## src/rtl/axi4_lite_arbiter_if.sv

```systemverilog
// AXI4-Lite channel bundle shared by the arbiter's requester ports and the
// downstream crossbar port. 32-bit address/data, 4-bit strobe, 2-bit response.
`timescale 1ns/1ps
interface axi4_lite_interface;
  logic [31:0] awaddr;
  logic        awvalid;
  logic        awready;
  logic [31:0] wdata;
  logic [3:0]  wstrb;
  logic        wvalid;
  logic        wready;
  logic [1:0]  bresp;
  logic        bvalid;
  logic        bready;
  logic [31:0] araddr;
  logic        arvalid;
  logic        arready;
  logic [31:0] rdata;
  logic [1:0]  rresp;
  logic        rvalid;
  logic        rready;

  modport master (
    output awaddr, awvalid, input awready,
    output wdata, wstrb, wvalid, input wready,
    input  bresp, bvalid, output bready,
    output araddr, arvalid, input arready,
    input  rdata, rresp, rvalid, output rready
  );

  modport slave (
    input  awaddr, awvalid, output awready,
    input  wdata, wstrb, wvalid, output wready,
    output bresp, bvalid, input bready,
    input  araddr, arvalid, output arready,
    output rdata, rresp, rvalid, input rready
  );
endinterface

```

## src/rtl/axi4_lite_arbiter.sv

```systemverilog
// Round-robin arbiter sharing one AXI4-Lite master port between the IFU and
// the LSU; one transaction is granted at a time and held until its response.
`timescale 1ns/1ps
module axi4_lite_arbiter (
  input  logic               clk,
  input  logic               rst,
  axi4_lite_interface.slave  ifu,
  axi4_lite_interface.slave  lsu,
  axi4_lite_interface.master out
);

  typedef enum logic [1:0] {IDLE = 2'd0, RD = 2'd1, WR = 2'd2} state_t;

  state_t state, state_nxt;
  logic   owner, owner_nxt;
  logic   last, last_nxt;
  logic   ar_done, ar_done_nxt;
  logic   aw_done, aw_done_nxt;
  logic   w_done, w_done_nxt;

  logic        ifu_req, lsu_req, winner, win_rd;
  logic        in_rd, in_wr, busy;
  logic [31:0] own_araddr, own_awaddr, own_wdata;
  logic [3:0]  own_wstrb;
  logic        own_arvalid, own_awvalid, own_wvalid, own_rready, own_bready;
  logic        ar_hs, r_hs, aw_hs, w_hs, b_hs;
  logic        ar_rdy, aw_rdy, w_rdy, r_vld, b_vld;

  // Arbitration is only acted on in IDLE; the grant is registered, so no
  // requester valid reaches out.* combinationally before the next cycle.
  assign ifu_req = ifu.arvalid | ifu.awvalid;
  assign lsu_req = lsu.arvalid | lsu.awvalid;
  assign winner  = (ifu_req & lsu_req) ? ~last : lsu_req;
  assign win_rd  = winner ? lsu.arvalid : ifu.arvalid;

  assign in_rd = (state == RD);
  assign in_wr = (state == WR);
  assign busy  = in_rd | in_wr;

  assign own_araddr  = owner ? lsu.araddr  : ifu.araddr;
  assign own_arvalid = owner ? lsu.arvalid : ifu.arvalid;
  assign own_rready  = owner ? lsu.rready  : ifu.rready;
  assign own_awaddr  = owner ? lsu.awaddr  : ifu.awaddr;
  assign own_awvalid = owner ? lsu.awvalid : ifu.awvalid;
  assign own_wdata   = owner ? lsu.wdata   : ifu.wdata;
  assign own_wstrb   = owner ? lsu.wstrb   : ifu.wstrb;
  assign own_wvalid  = owner ? lsu.wvalid  : ifu.wvalid;
  assign own_bready  = owner ? lsu.bready  : ifu.bready;

  assign out.araddr  = busy ? own_araddr : 32'd0;
  assign out.arvalid = in_rd & own_arvalid & ~ar_done;
  assign out.rready  = in_rd & own_rready;
  assign out.awaddr  = busy ? own_awaddr : 32'd0;
  assign out.awvalid = in_wr & own_awvalid & ~aw_done;
  assign out.wdata   = busy ? own_wdata : 32'd0;
  assign out.wstrb   = busy ? own_wstrb : 4'd0;
  assign out.wvalid  = in_wr & own_wvalid & ~w_done;
  assign out.bready  = in_wr & own_bready;

  assign ar_hs = out.arvalid & out.arready;
  assign r_hs  = out.rvalid  & out.rready;
  assign aw_hs = out.awvalid & out.awready;
  assign w_hs  = out.wvalid  & out.wready;
  assign b_hs  = out.bvalid  & out.bready;

  // Once a channel has handshaken, its ready is hidden from the owner so a
  // follow-on request from the same requester waits for the next grant.
  assign ar_rdy = in_rd & out.arready & ~ar_done;
  assign r_vld  = in_rd & out.rvalid;
  assign aw_rdy = in_wr & out.awready & ~aw_done;
  assign w_rdy  = in_wr & out.wready & ~w_done;
  assign b_vld  = in_wr & out.bvalid;

  assign ifu.arready = ar_rdy & ~owner;
  assign ifu.rvalid  = r_vld  & ~owner;
  assign ifu.awready = aw_rdy & ~owner;
  assign ifu.wready  = w_rdy  & ~owner;
  assign ifu.bvalid  = b_vld  & ~owner;
  assign lsu.arready = ar_rdy & owner;
  assign lsu.rvalid  = r_vld  & owner;
  assign lsu.awready = aw_rdy & owner;
  assign lsu.wready  = w_rdy  & owner;
  assign lsu.bvalid  = b_vld  & owner;

  assign ifu.rdata = out.rdata;
  assign ifu.rresp = out.rresp;
  assign ifu.bresp = out.bresp;
  assign lsu.rdata = out.rdata;
  assign lsu.rresp = out.rresp;
  assign lsu.bresp = out.bresp;

  always_comb begin
    state_nxt   = state;
    owner_nxt   = owner;
    last_nxt    = last;
    ar_done_nxt = ar_done;
    aw_done_nxt = aw_done;
    w_done_nxt  = w_done;
    case (state)
      IDLE: begin
        if (ifu_req | lsu_req) begin
          owner_nxt = winner;
          last_nxt  = winner;
          state_nxt = win_rd ? RD : WR;
        end
      end
      RD: begin
        if (ar_hs) ar_done_nxt = 1'b1;
        if (r_hs) begin
          state_nxt   = IDLE;
          ar_done_nxt = 1'b0;
        end
      end
      WR: begin
        if (aw_hs) aw_done_nxt = 1'b1;
        if (w_hs)  w_done_nxt  = 1'b1;
        if (b_hs) begin
          state_nxt   = IDLE;
          aw_done_nxt = 1'b0;
          w_done_nxt  = 1'b0;
        end
      end
      default: state_nxt = IDLE;
    endcase
  end

  // last resets to LSU so the IFU wins the first tie.
  always_ff @(posedge clk) begin
    if (rst) begin
      state   <= IDLE;
      owner   <= 1'b0;
      last    <= 1'b1;
      ar_done <= 1'b0;
      aw_done <= 1'b0;
      w_done  <= 1'b0;
    end else begin
      state   <= state_nxt;
      owner   <= owner_nxt;
      last    <= last_nxt;
      ar_done <= ar_done_nxt;
      aw_done <= aw_done_nxt;
      w_done  <= w_done_nxt;
    end
  end

endmodule

```

## src/flat_wrapper.sv

```systemverilog
// flat-port wrapper written by rule: the top's interface ports become plain ports
module axi4_lite_arbiter_flat 
  (clk, rst, ifu_awaddr, ifu_awvalid, ifu_awready, ifu_wdata, ifu_wstrb, ifu_wvalid, ifu_wready, ifu_bresp, ifu_bvalid, ifu_bready, ifu_araddr, ifu_arvalid, ifu_arready, ifu_rdata, ifu_rresp, ifu_rvalid, ifu_rready, lsu_awaddr, lsu_awvalid, lsu_awready, lsu_wdata, lsu_wstrb, lsu_wvalid, lsu_wready, lsu_bresp, lsu_bvalid, lsu_bready, lsu_araddr, lsu_arvalid, lsu_arready, lsu_rdata, lsu_rresp, lsu_rvalid, lsu_rready, out_awaddr, out_awvalid, out_awready, out_wdata, out_wstrb, out_wvalid, out_wready, out_bresp, out_bvalid, out_bready, out_araddr, out_arvalid, out_arready, out_rdata, out_rresp, out_rvalid, out_rready);
  axi4_lite_interface ifu_i ();
  axi4_lite_interface lsu_i ();
  axi4_lite_interface out_i ();
  input  logic clk;
  input  logic rst;
  input wire logic [$bits(ifu_i.awaddr)-1:0] ifu_awaddr;
  input wire logic [$bits(ifu_i.awvalid)-1:0] ifu_awvalid;
  output wire logic [$bits(ifu_i.awready)-1:0] ifu_awready;
  input wire logic [$bits(ifu_i.wdata)-1:0] ifu_wdata;
  input wire logic [$bits(ifu_i.wstrb)-1:0] ifu_wstrb;
  input wire logic [$bits(ifu_i.wvalid)-1:0] ifu_wvalid;
  output wire logic [$bits(ifu_i.wready)-1:0] ifu_wready;
  output wire logic [$bits(ifu_i.bresp)-1:0] ifu_bresp;
  output wire logic [$bits(ifu_i.bvalid)-1:0] ifu_bvalid;
  input wire logic [$bits(ifu_i.bready)-1:0] ifu_bready;
  input wire logic [$bits(ifu_i.araddr)-1:0] ifu_araddr;
  input wire logic [$bits(ifu_i.arvalid)-1:0] ifu_arvalid;
  output wire logic [$bits(ifu_i.arready)-1:0] ifu_arready;
  output wire logic [$bits(ifu_i.rdata)-1:0] ifu_rdata;
  output wire logic [$bits(ifu_i.rresp)-1:0] ifu_rresp;
  output wire logic [$bits(ifu_i.rvalid)-1:0] ifu_rvalid;
  input wire logic [$bits(ifu_i.rready)-1:0] ifu_rready;
  input wire logic [$bits(lsu_i.awaddr)-1:0] lsu_awaddr;
  input wire logic [$bits(lsu_i.awvalid)-1:0] lsu_awvalid;
  output wire logic [$bits(lsu_i.awready)-1:0] lsu_awready;
  input wire logic [$bits(lsu_i.wdata)-1:0] lsu_wdata;
  input wire logic [$bits(lsu_i.wstrb)-1:0] lsu_wstrb;
  input wire logic [$bits(lsu_i.wvalid)-1:0] lsu_wvalid;
  output wire logic [$bits(lsu_i.wready)-1:0] lsu_wready;
  output wire logic [$bits(lsu_i.bresp)-1:0] lsu_bresp;
  output wire logic [$bits(lsu_i.bvalid)-1:0] lsu_bvalid;
  input wire logic [$bits(lsu_i.bready)-1:0] lsu_bready;
  input wire logic [$bits(lsu_i.araddr)-1:0] lsu_araddr;
  input wire logic [$bits(lsu_i.arvalid)-1:0] lsu_arvalid;
  output wire logic [$bits(lsu_i.arready)-1:0] lsu_arready;
  output wire logic [$bits(lsu_i.rdata)-1:0] lsu_rdata;
  output wire logic [$bits(lsu_i.rresp)-1:0] lsu_rresp;
  output wire logic [$bits(lsu_i.rvalid)-1:0] lsu_rvalid;
  input wire logic [$bits(lsu_i.rready)-1:0] lsu_rready;
  output wire logic [$bits(out_i.awaddr)-1:0] out_awaddr;
  output wire logic [$bits(out_i.awvalid)-1:0] out_awvalid;
  input wire logic [$bits(out_i.awready)-1:0] out_awready;
  output wire logic [$bits(out_i.wdata)-1:0] out_wdata;
  output wire logic [$bits(out_i.wstrb)-1:0] out_wstrb;
  output wire logic [$bits(out_i.wvalid)-1:0] out_wvalid;
  input wire logic [$bits(out_i.wready)-1:0] out_wready;
  input wire logic [$bits(out_i.bresp)-1:0] out_bresp;
  input wire logic [$bits(out_i.bvalid)-1:0] out_bvalid;
  output wire logic [$bits(out_i.bready)-1:0] out_bready;
  output wire logic [$bits(out_i.araddr)-1:0] out_araddr;
  output wire logic [$bits(out_i.arvalid)-1:0] out_arvalid;
  input wire logic [$bits(out_i.arready)-1:0] out_arready;
  input wire logic [$bits(out_i.rdata)-1:0] out_rdata;
  input wire logic [$bits(out_i.rresp)-1:0] out_rresp;
  input wire logic [$bits(out_i.rvalid)-1:0] out_rvalid;
  output wire logic [$bits(out_i.rready)-1:0] out_rready;
  assign ifu_i.awaddr = ifu_awaddr;
  assign ifu_i.awvalid = ifu_awvalid;
  assign ifu_awready = ifu_i.awready;
  assign ifu_i.wdata = ifu_wdata;
  assign ifu_i.wstrb = ifu_wstrb;
  assign ifu_i.wvalid = ifu_wvalid;
  assign ifu_wready = ifu_i.wready;
  assign ifu_bresp = ifu_i.bresp;
  assign ifu_bvalid = ifu_i.bvalid;
  assign ifu_i.bready = ifu_bready;
  assign ifu_i.araddr = ifu_araddr;
  assign ifu_i.arvalid = ifu_arvalid;
  assign ifu_arready = ifu_i.arready;
  assign ifu_rdata = ifu_i.rdata;
  assign ifu_rresp = ifu_i.rresp;
  assign ifu_rvalid = ifu_i.rvalid;
  assign ifu_i.rready = ifu_rready;
  assign lsu_i.awaddr = lsu_awaddr;
  assign lsu_i.awvalid = lsu_awvalid;
  assign lsu_awready = lsu_i.awready;
  assign lsu_i.wdata = lsu_wdata;
  assign lsu_i.wstrb = lsu_wstrb;
  assign lsu_i.wvalid = lsu_wvalid;
  assign lsu_wready = lsu_i.wready;
  assign lsu_bresp = lsu_i.bresp;
  assign lsu_bvalid = lsu_i.bvalid;
  assign lsu_i.bready = lsu_bready;
  assign lsu_i.araddr = lsu_araddr;
  assign lsu_i.arvalid = lsu_arvalid;
  assign lsu_arready = lsu_i.arready;
  assign lsu_rdata = lsu_i.rdata;
  assign lsu_rresp = lsu_i.rresp;
  assign lsu_rvalid = lsu_i.rvalid;
  assign lsu_i.rready = lsu_rready;
  assign out_awaddr = out_i.awaddr;
  assign out_awvalid = out_i.awvalid;
  assign out_i.awready = out_awready;
  assign out_wdata = out_i.wdata;
  assign out_wstrb = out_i.wstrb;
  assign out_wvalid = out_i.wvalid;
  assign out_i.wready = out_wready;
  assign out_i.bresp = out_bresp;
  assign out_i.bvalid = out_bvalid;
  assign out_bready = out_i.bready;
  assign out_araddr = out_i.araddr;
  assign out_arvalid = out_i.arvalid;
  assign out_i.arready = out_arready;
  assign out_i.rdata = out_rdata;
  assign out_i.rresp = out_rresp;
  assign out_i.rvalid = out_rvalid;
  assign out_rready = out_i.rready;
  axi4_lite_arbiter u_core (.clk(clk), .rst(rst), .ifu(ifu_i), .lsu(lsu_i), .out(out_i));
endmodule
```

## config.mk

```make
export PLATFORM = sky130hd
export DESIGN_NAME = axi4_lite_arbiter_flat
export DESIGN_NICKNAME = d
export VERILOG_FILES = /design/src/rtl/axi4_lite_arbiter_if.sv /design/src/rtl/axi4_lite_arbiter.sv /design/src/flat_wrapper.sv
export SDC_FILE = /design/constraint.sdc
export NUM_CORES = 1
export LEC_CHECK = 0
export CORE_AREA = 5 5 167 169
export CTS_BUF_LIST = sky130_fd_sc_hd__clkbuf_4
export CTS_CLUSTER_DIAMETER = 80
export DETAILED_ROUTE_END_ITERATION = 16
export DIE_AREA = 0 0 172 174
export MAX_ROUTING_LAYER = met4
export PLACE_DENSITY_LB_ADDON = 0.12
export SETUP_SLACK_MARGIN = 0.5
export SLEW_MARGIN = 30
export SYNTH_ARGS = -nofsm -noshare
export SYNTH_HDL_FRONTEND = slang
export SYNTH_SLANG_ARGS = --single-unit
```

## constraint.sdc

```tcl
create_clock -name clk -period 2.5 [get_ports clk]
set_clock_uncertainty 0.15 [all_clocks]
set_input_delay 0.5 -clock clk [delete_from_list [all_inputs] [get_ports clk]]
set_output_delay 0.5 -clock clk [all_outputs]
set_load 0.05 [all_outputs]
```

==> impl_metrics.env <==
export IMPL_max_freq_ghz=0.435
export IMPL_layout_commonest_cell="clkdlybuf4s50_1"
export IMPL_startpoint="u_core.state[1]$_SDFFE_PP0P_"
export IMPL_hold_viol=0
export IMPL_final_antenna_net_count=0
export IMPL_clk_insertion_delay_late_ns=0.27
export IMPL_syn_inst=365
export IMPL_grt_first_pass_wirelength_mm=25.0
export IMPL_clkTransAtPathRegs_ns=0.08
export IMPL_drtIter0Drc=45
export IMPL_gr_total_overflow=0
export IMPL_seq_area_frac_synth=0.0498
export IMPL_post_route_util=0.335
export IMPL_drc=0
export IMPL_powerDensity_mw_per_mm2=808
export IMPL_core_area_mm2=0.0264
export IMPL_avgViaCountPerCell=3.69
export IMPL_leakage_nw=3.26
export IMPL_yosys_warnings=0
export IMPL_synth_seq_cells=7
export IMPL_syn_nets=621
export IMPL_grtUsageTotal=0.114
export IMPL_outcome="finished, final reports clean"
export IMPL_syn_cell_area_mm2=0.00281
export IMPL_rows=60
export IMPL_required_ns=1.85
export IMPL_synth_cell_types=28
export IMPL_first_pass_iters=4
export IMPL_ir_drop_uv=443
export IMPL_gp_congestion=0.751
export IMPL_port_buffers=331
export IMPL_start_util=0.106
export IMPL_routed_wl_mm=18.1
export IMPL_worstPathMaxFanout=6
export IMPL_die_y_um=174
export IMPL_timing_reg2reg_setup_slack_ns=0.48
export IMPL_grt_pass1_vias=4188
export IMPL_die_area_mm2=0.0299
export IMPL_r2r_cells=9
export IMPL_detailed_place_hpwl_mm=13.8
export IMPL_slew_headroom=0.623
export IMPL_hold_buffers=0
export IMPL_worstPathArrival_ns=1.65
export IMPL_cts_sink_count=7
export IMPL_cts_made_buffers=3
export IMPL_rsz0062_at_grt="yes"
export IMPL_worst_pin_slew_ns=0.560
export IMPL_cts_tree="done"
export IMPL_layout_drive_gt1_share=0.506
export IMPL_grt_max_degree=27
export IMPL_antenna_found_initial=2
export IMPL_final_cell_mix="clkdlybuf4s50_1, buf_12, nor2b_4"
export IMPL_io_pins=440
export IMPL_die_x_um=172
export IMPL_critPathKind="reg -> out"
export IMPL_dr_total_vias=3674
export IMPL_slew_violations=0
export IMPL_cts_root_buf="clkbuf_4"
export IMPL_setup_violations=0
export IMPL_cap_violations=0
export IMPL_endpoint="out_araddr[1]"
export IMPL_area_delta_synth_final_pct=214
export IMPL_fin_crit_sh=0.920
export IMPL_cp_end_kind="output port"
export IMPL_synth_avg_cell_area_um2=7.71
export IMPL_r2r_start="u_core.owner$_SDFFE_PP0P_"
export IMPL_placed_cell_area_mm2=0.00759
export IMPL_cts_max_path_buffers=2
export IMPL_reg2reg_to="u_core.state[0]$_SDFFE_PP0P_"
export IMPL_min_path_type="reg -> reg"
export IMPL_period_minus_slack_ns=2.30
export IMPL_nNetsFinal=911
export IMPL_tns_ns=0
export IMPL_fin_area_mm2=0.00884
export IMPL_timing_critical_path_from_type="register"
export IMPL_wl_per_cell_um=18.1
export IMPL_htree_levels=1
## registers in the layout (all words and copies together) (netlist names)
name and cells:
u_core.ar_done 1, u_core.aw_done 1, u_core.last 1, u_core.owner 1
u_core.state 2, u_core.w_done 1
## where the power goes
group          internal, mW  switching (mW)  total (mW)
registers             0.132          0.0279       0.160
logic                  3.68            3.17        6.85
clock network        0.0725          0.0636       0.136
total                  3.89            3.26        7.14
## area by class of cell
cell class	count	area, um2
Antenna cell	2	5.00
Multi-Input combinational cell	258	3090
Fill cell	2673	17600
Tap cell	341	427
Clock buffer	4	30.0
Timing Repair Buffer	383	5140
Inverter	2	10.0
Sequential cell	7	146
## Yosys cell counts, drive strengths merged
cell type,number,share of area
clkbuf,12,0.016
buf,86,0.22
dfxtp,7,0.050
mux2,1,0.0040
nand2b,4,0.0089
a221o,1,0.0036
nor4bb,1,0.0036
nor3b,5,0.013
a31oi,1,0.0022
nor2b,101,0.22
nor3,4,0.0071
o21a,1,0.0027
a21oi,4,0.0071
nand2,7,0.0093
ha,3,0.013
o32ai,2,0.0062
o21ai,3,0.0053
a222oi,1,0.0036
a211o,2,0.0062
and3,2,0.0044
inv,2,0.0027
mux2i,104,0.37
nor4,1,0.0022
and4b,1,0.0036
nor2,8,0.011
and2,1,0.0022
## worst max-delay path, cell delays in order, from the launching register on
cell	delay [ns]
dfxtp_2	0.34
inv_2	0.05
ha_4	0.28
buf_12	0.11
buf_12	0.13
clkbuf_16	0.15
nor2b_4	0.16
buf_12	0.14
## worst min-delay path by stage
stage | start | cells past startpoint | slack, ns | to
6_report | u_core.last$_SDFFE_PP1P_ | 1 | 0.40 | u_core.last$_SDFFE_PP1P_
5_1_grt | u_core.last$_SDFFE_PP1P_ | 1 | 0.42 | u_core.last$_SDFFE_PP1P_
4_1_cts | u_core.last$_SDFFE_PP1P_ | 1 | 0.40 | u_core.last$_SDFFE_PP1P_
3_5_place_dp | u_core.state[1]$_SDFFE_PP0P_ | 2 | 0.36 | u_core.state[1]$_SDFFE_PP0P_
3_3_place_gp | u_core.state[1]$_SDFFE_PP0P_ | 2 | 0.33 | u_core.state[1]$_SDFFE_PP0P_
2_1_floorplan | u_core.state[1]$_SDFFE_PP0P_ | 2 | 0.32 | u_core.state[1]$_SDFFE_PP0P_
## routing by layer
layer  GRT usage  vias to the layer above  share of wire
li1            -                     1750              -
met1       0.115                     1691           0.35
met2       0.214                      206           0.54
met3      0.0332                       27          0.093
met4      0.0262                        0          0.020
met5           -                        -              0
## logic make-up (layout without fill, tap and decap cells)
kind of cell             after synthesis  after routing  synth area share
buffers and inverters                100            389             0.236
AO/OA/AOI/OAI                         15             15            0.0369
AND/OR/NAND/NOR                      135            135             0.290
multiplexers                         105            105             0.374
flip-flops                             7              7            0.0498
adder cells (fa/ha/maj)                3              3            0.0133
other                                  0              2                 0
## per-stage QoR
step	total power [mW]	cells	worst slack, ns	hold WS (ns)
floorplan	3.31	365	0.340	0.320
global placement	5.72	956	0.102	0.335
detailed placement	5.73	956	0.107	0.358
CTS	7.11	984	0.180	0.400
global route	7.44	997	0.136	0.423
finish	7.14	997	0.199	0.400
## what timing repair did
| item | 4_1_cts | 5_1_grt |
|---|---|---|
| gates cloned | 7 | 2 |
| gates resized for setup | 159 | 15 |
| pin swaps | 10 | 7 |
| buffers inserted | 17 | 9 |
| setup endpoints to repair | 117 | 117 |
Note: power is estimated with default switching activity, not from simulation.
